File: src/rtl/cpu_trace_buffer.sv
// Trace capture FIFO for retired-instruction snapshots: first-word-fall-through,
// sequence-tagged records, with sticky overflow and a saturating drop counter.
module cpu_trace_buffer #(
    parameter int DEPTH = 16,
    parameter int SEQ_W = 16
) (
    input  logic                       clk,
    input  logic                       reset,
    input  logic                       sample_valid,
    input  logic [31:0]                rs_value,
    input  logic [31:0]                rt_value,
    input  logic [31:0]                rd_value,
    input  logic [31:0]                pc,
    input  logic [31:0]                j_address,
    input  logic [31:0]                b_address,
    input  logic                       flush,
    output logic                       out_valid,
    input  logic                       out_ready,
    output logic [31:0]                out_rs,
    output logic [31:0]                out_rt,
    output logic [31:0]                out_rd,
    output logic [31:0]                out_pc,
    output logic [31:0]                out_j,
    output logic [31:0]                out_b,
    output logic [SEQ_W-1:0]           out_seq,
    output logic [$clog2(DEPTH):0]     count,
    output logic                       full,
    output logic                       empty,
    output logic                       overflow,
    output logic [SEQ_W-1:0]           drop_count
);
    localparam int PW    = $clog2(DEPTH);
    localparam int CW    = PW + 1;
    localparam int REC_W = 6 * 32 + SEQ_W;

    // Handshake: a record moves to the consumer on any edge where out_valid and
    // out_ready are both high; out_valid never depends on out_ready, and the
    // head record is held unchanged until that edge.

    logic [REC_W-1:0] mem [DEPTH];
    logic [PW-1:0]    wr_ptr;
    logic [PW-1:0]    rd_ptr;
    logic [SEQ_W-1:0] seq;
    logic [REC_W-1:0] head;
    logic             push;
    logic             pop;
    logic             drop;

    assign full      = (count == CW'(DEPTH));
    assign empty     = (count == '0);
    assign out_valid = !empty;

    assign pop  = out_valid && out_ready && !flush;
    assign push = sample_valid && !flush && (!full || pop);
    assign drop = sample_valid && !flush && full && !pop;

    // Empty buffer presents all-zero fields rather than a stale slot.
    assign head = empty ? '0 : mem[rd_ptr];
    assign {out_seq, out_b, out_j, out_pc, out_rd, out_rt, out_rs} = head;

    always_ff @(posedge clk) begin
        if (push)
            mem[wr_ptr] <= {seq, b_address, j_address, pc, rd_value, rt_value, rs_value};
    end

    always_ff @(posedge clk or posedge reset) begin
        if (reset) begin
            wr_ptr     <= '0;
            rd_ptr     <= '0;
            count      <= '0;
            seq        <= '0;
            overflow   <= 1'b0;
            drop_count <= '0;
        end else begin
            // The tag counter sees every sample, so drops and flushes leave gaps.
            if (sample_valid)
                seq <= seq + 1'b1;
            if (flush) begin
                wr_ptr     <= '0;
                rd_ptr     <= '0;
                count      <= '0;
                overflow   <= 1'b0;
                drop_count <= '0;
            end else begin
                if (push)
                    wr_ptr <= wr_ptr + 1'b1;
                if (pop)
                    rd_ptr <= rd_ptr + 1'b1;
                if (push && !pop)
                    count <= count + 1'b1;
                else if (pop && !push)
                    count <= count - 1'b1;
                if (drop) begin
                    overflow <= 1'b1;
                    if (drop_count != '1)
                        drop_count <= drop_count + 1'b1;
                end
            end
        end
    end
endmodule

File: config.mk
export PLATFORM = sky130hd
export DESIGN_NAME = cpu_trace_buffer
export DESIGN_NICKNAME = d
export VERILOG_FILES = /design/src/rtl/cpu_trace_buffer.sv
export SDC_FILE = /design/constraint.sdc
export NUM_CORES = 2
export LEC_CHECK = 0
export ABC_AREA = 0
export CAP_MARGIN = 10
export CORE_MARGIN = 2
export CORE_UTILIZATION = 45
export DETAILED_ROUTE_END_ITERATION = 8
export PLACE_DENSITY = 0.73
export SYNTH_ARGS = -nofsm -noshare
export SYNTH_HDL_FRONTEND = slang
export SYNTH_SLANG_ARGS = --single-unit
File: constraint.sdc
create_clock -name clk -period 26.4 [get_ports clk]
set_input_delay 5.28 -clock clk [delete_from_list [all_inputs] [get_ports clk]]
set_output_delay 5.28 -clock clk [all_outputs]
set_load 0.02 [all_outputs]
* Word-level counts from Yosys, hierarchy flattened
Memories as Yosys holds them, arrays and structs flattened.
Index checks and enable logic that the tools add are counted.
** Storage, ports and cells
- Output and inout port bits :: 233
- Bits in registers :: 46
- Input bits :: 197
- Memories :: 1
- Logic and storage cells :: 51
- Bits in writable memories :: 3328
** Cells by class
- Multiplexer cells :: 15
- Equal/unequal tests :: 2
- Reduce and logical (&&, ||, !) cells :: 21
- Add/subtract/negate cells :: 6
** Memory list
- mem :: words 16, width 208, read ports 1, clocked after Yosys merged registers in 0, wr ports 1, RTL line 40 : logic [REC_W-1:0] mem [DEPTH];
** Operators by type and width (count)
- $mux 208 :: 1
- $mux 16 :: 3
- $add 16x1->16 const B :: 2
- $mux 4 :: 4
- $ne 16x16->1 const B :: 1
- $mux 5 :: 3
- $add 4x1->4 const B :: 2
- $logic_and 1x1->1 :: 8
- $reduce_bool 2->1 :: 4
- $add 5x1->5 const B :: 1
- $eq 5x5->1 const B :: 1
- $logic_not 1->1 :: 5
- $logic_not 5->1 :: 1
- $sub 5x1->5 const B :: 1
- $mux 1 :: 4
- $reduce_bool 3->1 :: 1
- $reduce_and 2->1 :: 1
- $logic_or 1x1->1 :: 1

* Depth between registers and ports, before layout
- Depth after elaboration :: 11
- Gate-level depth with buffers :: 8
- Gate-level depth less buffers :: 7

* Worst setup path after synthesis
No wires, ideal clock.
- Kind :: input to register
- Start :: input flush
- End :: memory mem[10][0] (netlist bit), enable pin
- Library setup time :: 781 ps
- Data arrival time :: 15004 ps
- Path buffers :: 1
- Required time :: 25619 ps
- Path slack :: 10615 ps
- Stages on the path :: 5
- Cell sequence :: clkbuf_1 > inv_1 > nand2_1 > or4b_2 > nor2_1
** Between the ends
- Longest elaborated chain between the ends :: 6
- Elaborated cells on any way between the ends :: 7
- Those cells by class :: mux (2); reduce/logical (5)
** Ends and longest elaborated chain
- start, declared :: RTL line 16 : input logic flush,
- $logic_not 1->1 * :: RTL line 53, 54
- $logic_and 1x1->1 :: RTL line 53 : assign pop = out_valid && out_ready && !flush;
- $logic_or 1x1->1 :: RTL line 54 : assign push = sample_valid && !flush && (!full || pop);
- $logic_and 1x1->1 * :: RTL line 54
- $mux 1 * :: RTL line 62 : if (push)
- $mux 1 (implied by the code) * :: RTL line 63 : mem[wr_ptr] <= {seq, b_address, j_address, pc, rd_value, rt_value, rs_value};
- end, declared :: RTL line 40
Every way passes the cells marked *; elsewhere a longest branch is shown, timed or not.

* Final worst setup path
- Start :: register rd_ptr[0]
- End :: output out_j[10]
** Between the ends
- Longest elaborated chain between the ends :: 2
** Ends and longest elaborated chain
- start, declared :: RTL line 42 : logic [PW-1:0] rd_ptr;
- start signal, assigned :: RTL line 88 : rd_ptr <= rd_ptr + 1'b1;
- $mem_v2 16x208
- $mux 208 :: RTL line 58 : assign head = empty ? '0 : mem[rd_ptr];
- end, declared :: RTL line 23 : output logic [31:0] out_j,
Every way passes these cells.

==> results.yml <==
grt:
  grt_util_all_layers_pct: 19.9
  grt_pass1_wl_um: 421000
  grt_pass1_vias: 61800
  grt_max_degree: 159
  grt_antenna_before_repair: 55
  grt.overflow.total: 0
synthesis:
  synth.area.mux_share_pct: 17.9
  synthFlopType: "edfxtp_1"
  synth_fp_nets: 5547
  ys_ff_latch: 3374
  synth-simple-area-share_pct: 0.512
  synth.avg_cell_area_um2: 24.0
  synth.distinct_cells: 56
  mappedNetlistArea_um2: 128000
  synth_fa_ha_area_share_pct: 0.123
  synth_top_family_by_area: "multiplexers"
  yosysWarnings: 0
  syn_inst: 5338
  synth-async-reset-ratio_pct: 1.36
  synth-compound-area-share_pct: 1.31
  synth_edf_count: 3328
  synthXorXnorAreaFrac_pct: 0.137
  yosysSeqAreaShare_pct: 79.0
die:
  initial_core_util_pct: 45.3
  dieHeight_um: 537
  ios: 430
  die_width_um: 537
  rows: 195
  core_area_um2: 283000
  die_area_um2: 289000
final_layout:
  syn2layout_area_growth_pct: 15.6
  n_fill_cell: 21100
  layout.nets: 6137
  design_area_um2: 148000
  drive_gt1_share_pct: 23.5
clock_network:
  clock_path_buffers: 4
  cts_root_buffer: "clkbuf_16"
  cts_tree: "built"
  postCtsSetupBuffers: 0
  cts_buffers: 342
  clkTransAtPathRegs_ps: 60
  clk_latency_ps: 940
  cts.repair.resized: 0
  cts_sinks: 3374
  cts_max_level: 5
  cts_hold_buf: 0
power_and_ir_drop:
  p_leak_nw: 44.0
  p_per_area_nw_per_um2: 95.6
  p_seq_share_pct: 42.7
  p_switching_w: 0.00389
  combPwrFrac_pct: 23.3
  switching_share_pct: 27.5
  ir_drop_v: 0.0000751
  cellInternalPower_w: 0.0103
  p_clk_share_pct: 33.9
place:
  dp_hpwl_um: 142000
  placed_cell_area_um2: 137000
  place_congestion: 0.734
  post-place-ws_ps: 14330
  port_buffers: 429
critical_path:
  crit_slowest_cell: "buf_4"
  cp_cell_sequence: "buf_12 -> buf_4 -> buf_4 -> buf_4 -> buf_4 -> mux4_2 -> mux2i_1 -> o22ai_1 -> clkdlybuf4s50_1"
  reg2reg_to: "mem[10][145]"
  worstPathMaxFanout: 103
  critical_path_required_ps: 21120
  worst-endpoint-arrival_ps: 7370
  regToRegStartpoint: "count[0]"
  r2r_slack_ps: 20850
  startpoint_type: "flop"
  critPathMaxStageDelay_ps: 880
  end_kind: "primary output"
  r2r_cells: 7
  timing_worst_setup_path_type: "flop to primary output"
  cpMostUsedCell: "buf_4"
routing:
  post_drt_wl_per_cell_um: 29.2
  drcViolationCount: 0
  dr.pass1.iters: 5
  drtIter0Drc: 6253
  avgViaCountPerCell: 5.95
  num_vias: 59400
  antenna_left: 0
  drt_wl_total_um: 291000
timing:
  drv_slew: 0
  fmax_mhz: 79.0
  skew_ps: 73.2
  final_hold_viol_count: 0
  fin_tns_setup_ps: 0
  timing.final.crit_period_ps: 12650
  slew_headroom_pct: 20.8
  rsz0062_at_grt: "no"
  setup_slack_ps: 13750
  min_period_over_period_pct: 47.9
  tightest_slew_ps: 1190
  setup_viol: 0
hold_path:
  worstHoldPathCells: 1
  hold_end: "drop_count[13]"
  hold_start: "drop_count[13]"
  hp-class: "flop to flop"
job:
  maxCapViolations: 0
outcome:
  status: "finished clean"
logic make-up (layout without fill, tap and decap cells):
kind of cell	after synthesis	count (layout)
AO/OA/AOI/OAI	262	262
other	0	30
buffers and inverters	304	1163
multiplexers	1255	1255
AND/OR/NAND/NOR	111	111
adder cells (fa/ha/maj)	12	12
XOR/XNOR	20	20
flip-flops	3374	3374
cell usage after synthesis, types with 2 or more instances:
library cell	number	area, um2
nand4_1	8	50.1
o311ai_0	4	35.0
inv_1	16	60.1
o31ai_1	5	37.5
o21ai_0	8	40.0
buf_2	123	616
nand2_1	18	67.6
buf_1	32	120
edfxtp_1	3328	99900
nor2_1	15	56.3
xor2_1	8	70.1
a21oi_1	17	85.1
a211oi_1	3	22.5
or3_1	6	37.5
and2_1	13	81.3
mux4_2	832	18700
o22ai_1	208	1300
a211o_1	2	17.5
clkbuf_1	130	488
nand3_1	16	80.1
and4_1	2	17.5
o41ai_1	5	43.8
and3_1	7	43.8
or4_1	4	30.0
xnor2_1	12	105
nor2b_1	2	12.5
ha_1	11	138
nor4_1	4	25.0
mux2i_1	421	4210
dfrtp_1	46	1150
nor3_1	5	25.0
a31oi_1	2	12.5
o211ai_1	2	15.0
power by group through the flow:
stage	clock, W	sequential, W	combinational [W]
finish	0.00481	0.00605	0.00330
global route	0.00510	0.00606	0.00349
CTS	0.00489	0.00605	0.00336
detailed placement	0	0.00617	0.00334
global placement	0	0.00616	0.00331
floorplan	0	0.00614	0.00212
worst max-delay path by stage:
stage	from	endpoint	slack [ps]	depth (start not counted)
after floorplan	flush	mem[10][0]	10620	5
after global placement	rd_ptr[0]	out_j[16]	14350	9
after detailed placement	rd_ptr[0]	out_j[10]	14330	9
after CTS	rd_ptr[0]	out_j[10]	13290	9
after global routing	rd_ptr[0]	out_j[11]	12860	9
final	rd_ptr[0]	out_j[10]	13750	9
worst max-delay path, delay by kind of cell (launching register included):
| family | cells | cell delay (ps) |
|---|---|---|
| DFF | 1 | 800 |
| muxes | 2 | 810 |
| AOI/OAI and AO/OA | 1 | 150 |
| buffers and inverters | 6 | 4450 |
placed cells by master, fill, tap and decap left out, types with 6 or more instances in the layout:
| cell | synthesis | layout |
|---|---|---|
| clkinv_2 | 0 | 56 |
| or3_1 | 6 | 6 |
| buf_4 | 1 | 91 |
| nand4_1 | 8 | 8 |
| buf_12 | 0 | 13 |
| bufinv_16 | 0 | 36 |
| mux4_2 | 832 | 832 |
| clkinv_16 | 0 | 9 |
| clkbuf_16 | 0 | 345 |
| dfrtp_1 | 46 | 43 |
| xor2_1 | 8 | 8 |
| clkinv_1 | 0 | 69 |
| nand2_1 | 18 | 18 |
| o21ai_0 | 8 | 8 |
| clkbuf_1 | 130 | 61 |
| ha_1 | 11 | 11 |
| a21oi_1 | 17 | 17 |
| nand3_1 | 16 | 16 |
| and2_4 | 0 | 12 |
| clkdlybuf4s50_1 | 0 | 429 |
| diode_2 | 0 | 30 |
| and3_1 | 7 | 7 |
| inv_1 | 16 | 15 |
| xnor2_1 | 12 | 12 |
| edfxtp_1 | 3328 | 3328 |
| nor2_1 | 15 | 11 |
| inv_6 | 0 | 9 |
| mux2i_1 | 421 | 421 |
| clkinv_8 | 0 | 8 |
| o22ai_1 | 208 | 208 |
| clkinvlp_4 | 0 | 10 |
flip-flops by register name, summed over array words and instances (netlist names):
register	count
rd_ptr	4
overflow	1
wr_ptr	4
mem	3328
drop_count	16
count	5
seq	16
through the flow:
| stage | cells | hold slack, ps | util, % | power [W] |
|---|---|---|---|---|
| after floorplan | 5338 | 555 | - | 0.00826 |
| after global placement | 9327 | 522 | 48.4 | 0.00947 |
| after detailed placement | 9327 | 529 | 48.4 | 0.00950 |
| after CTS | 9940 | 541 | 52.4 | 0.0143 |
| after global routing | 9958 | 562 | 52.4 | 0.0147 |
| final | 9970 | 545 | 52.4 | 0.0142 |
per-layer routing:
layer / up-vias / global-route usage [%] / wire (um) / part of all wire (%)
li1: 24300 / - / - / -
met1: 32100 / 27.6 / 117000 / 40
met2: 2484 / 32.0 / 143000 / 49
met3: 470 / 3.98 / 23000 / 7.9
met4: 36 / 6.20 / 7950 / 2.7
met5: - / 0 / 240 / 0.082
cell type report:
cell class                 instances  area [um2]  share of cell area [%]
clock inverter                   207        2310                    1.56
timing repair buffer             533        5240                    3.54
multi-input combinational       1660       25700                    17.4
tap                             3743        4680                    3.16
inverter                          17        63.8                  0.0431
sequential                      3374      101000                    68.3
antenna                           30        75.1                  0.0507
clock buffer                     406        8860                    5.99
(Power assumes the default switching activity.)
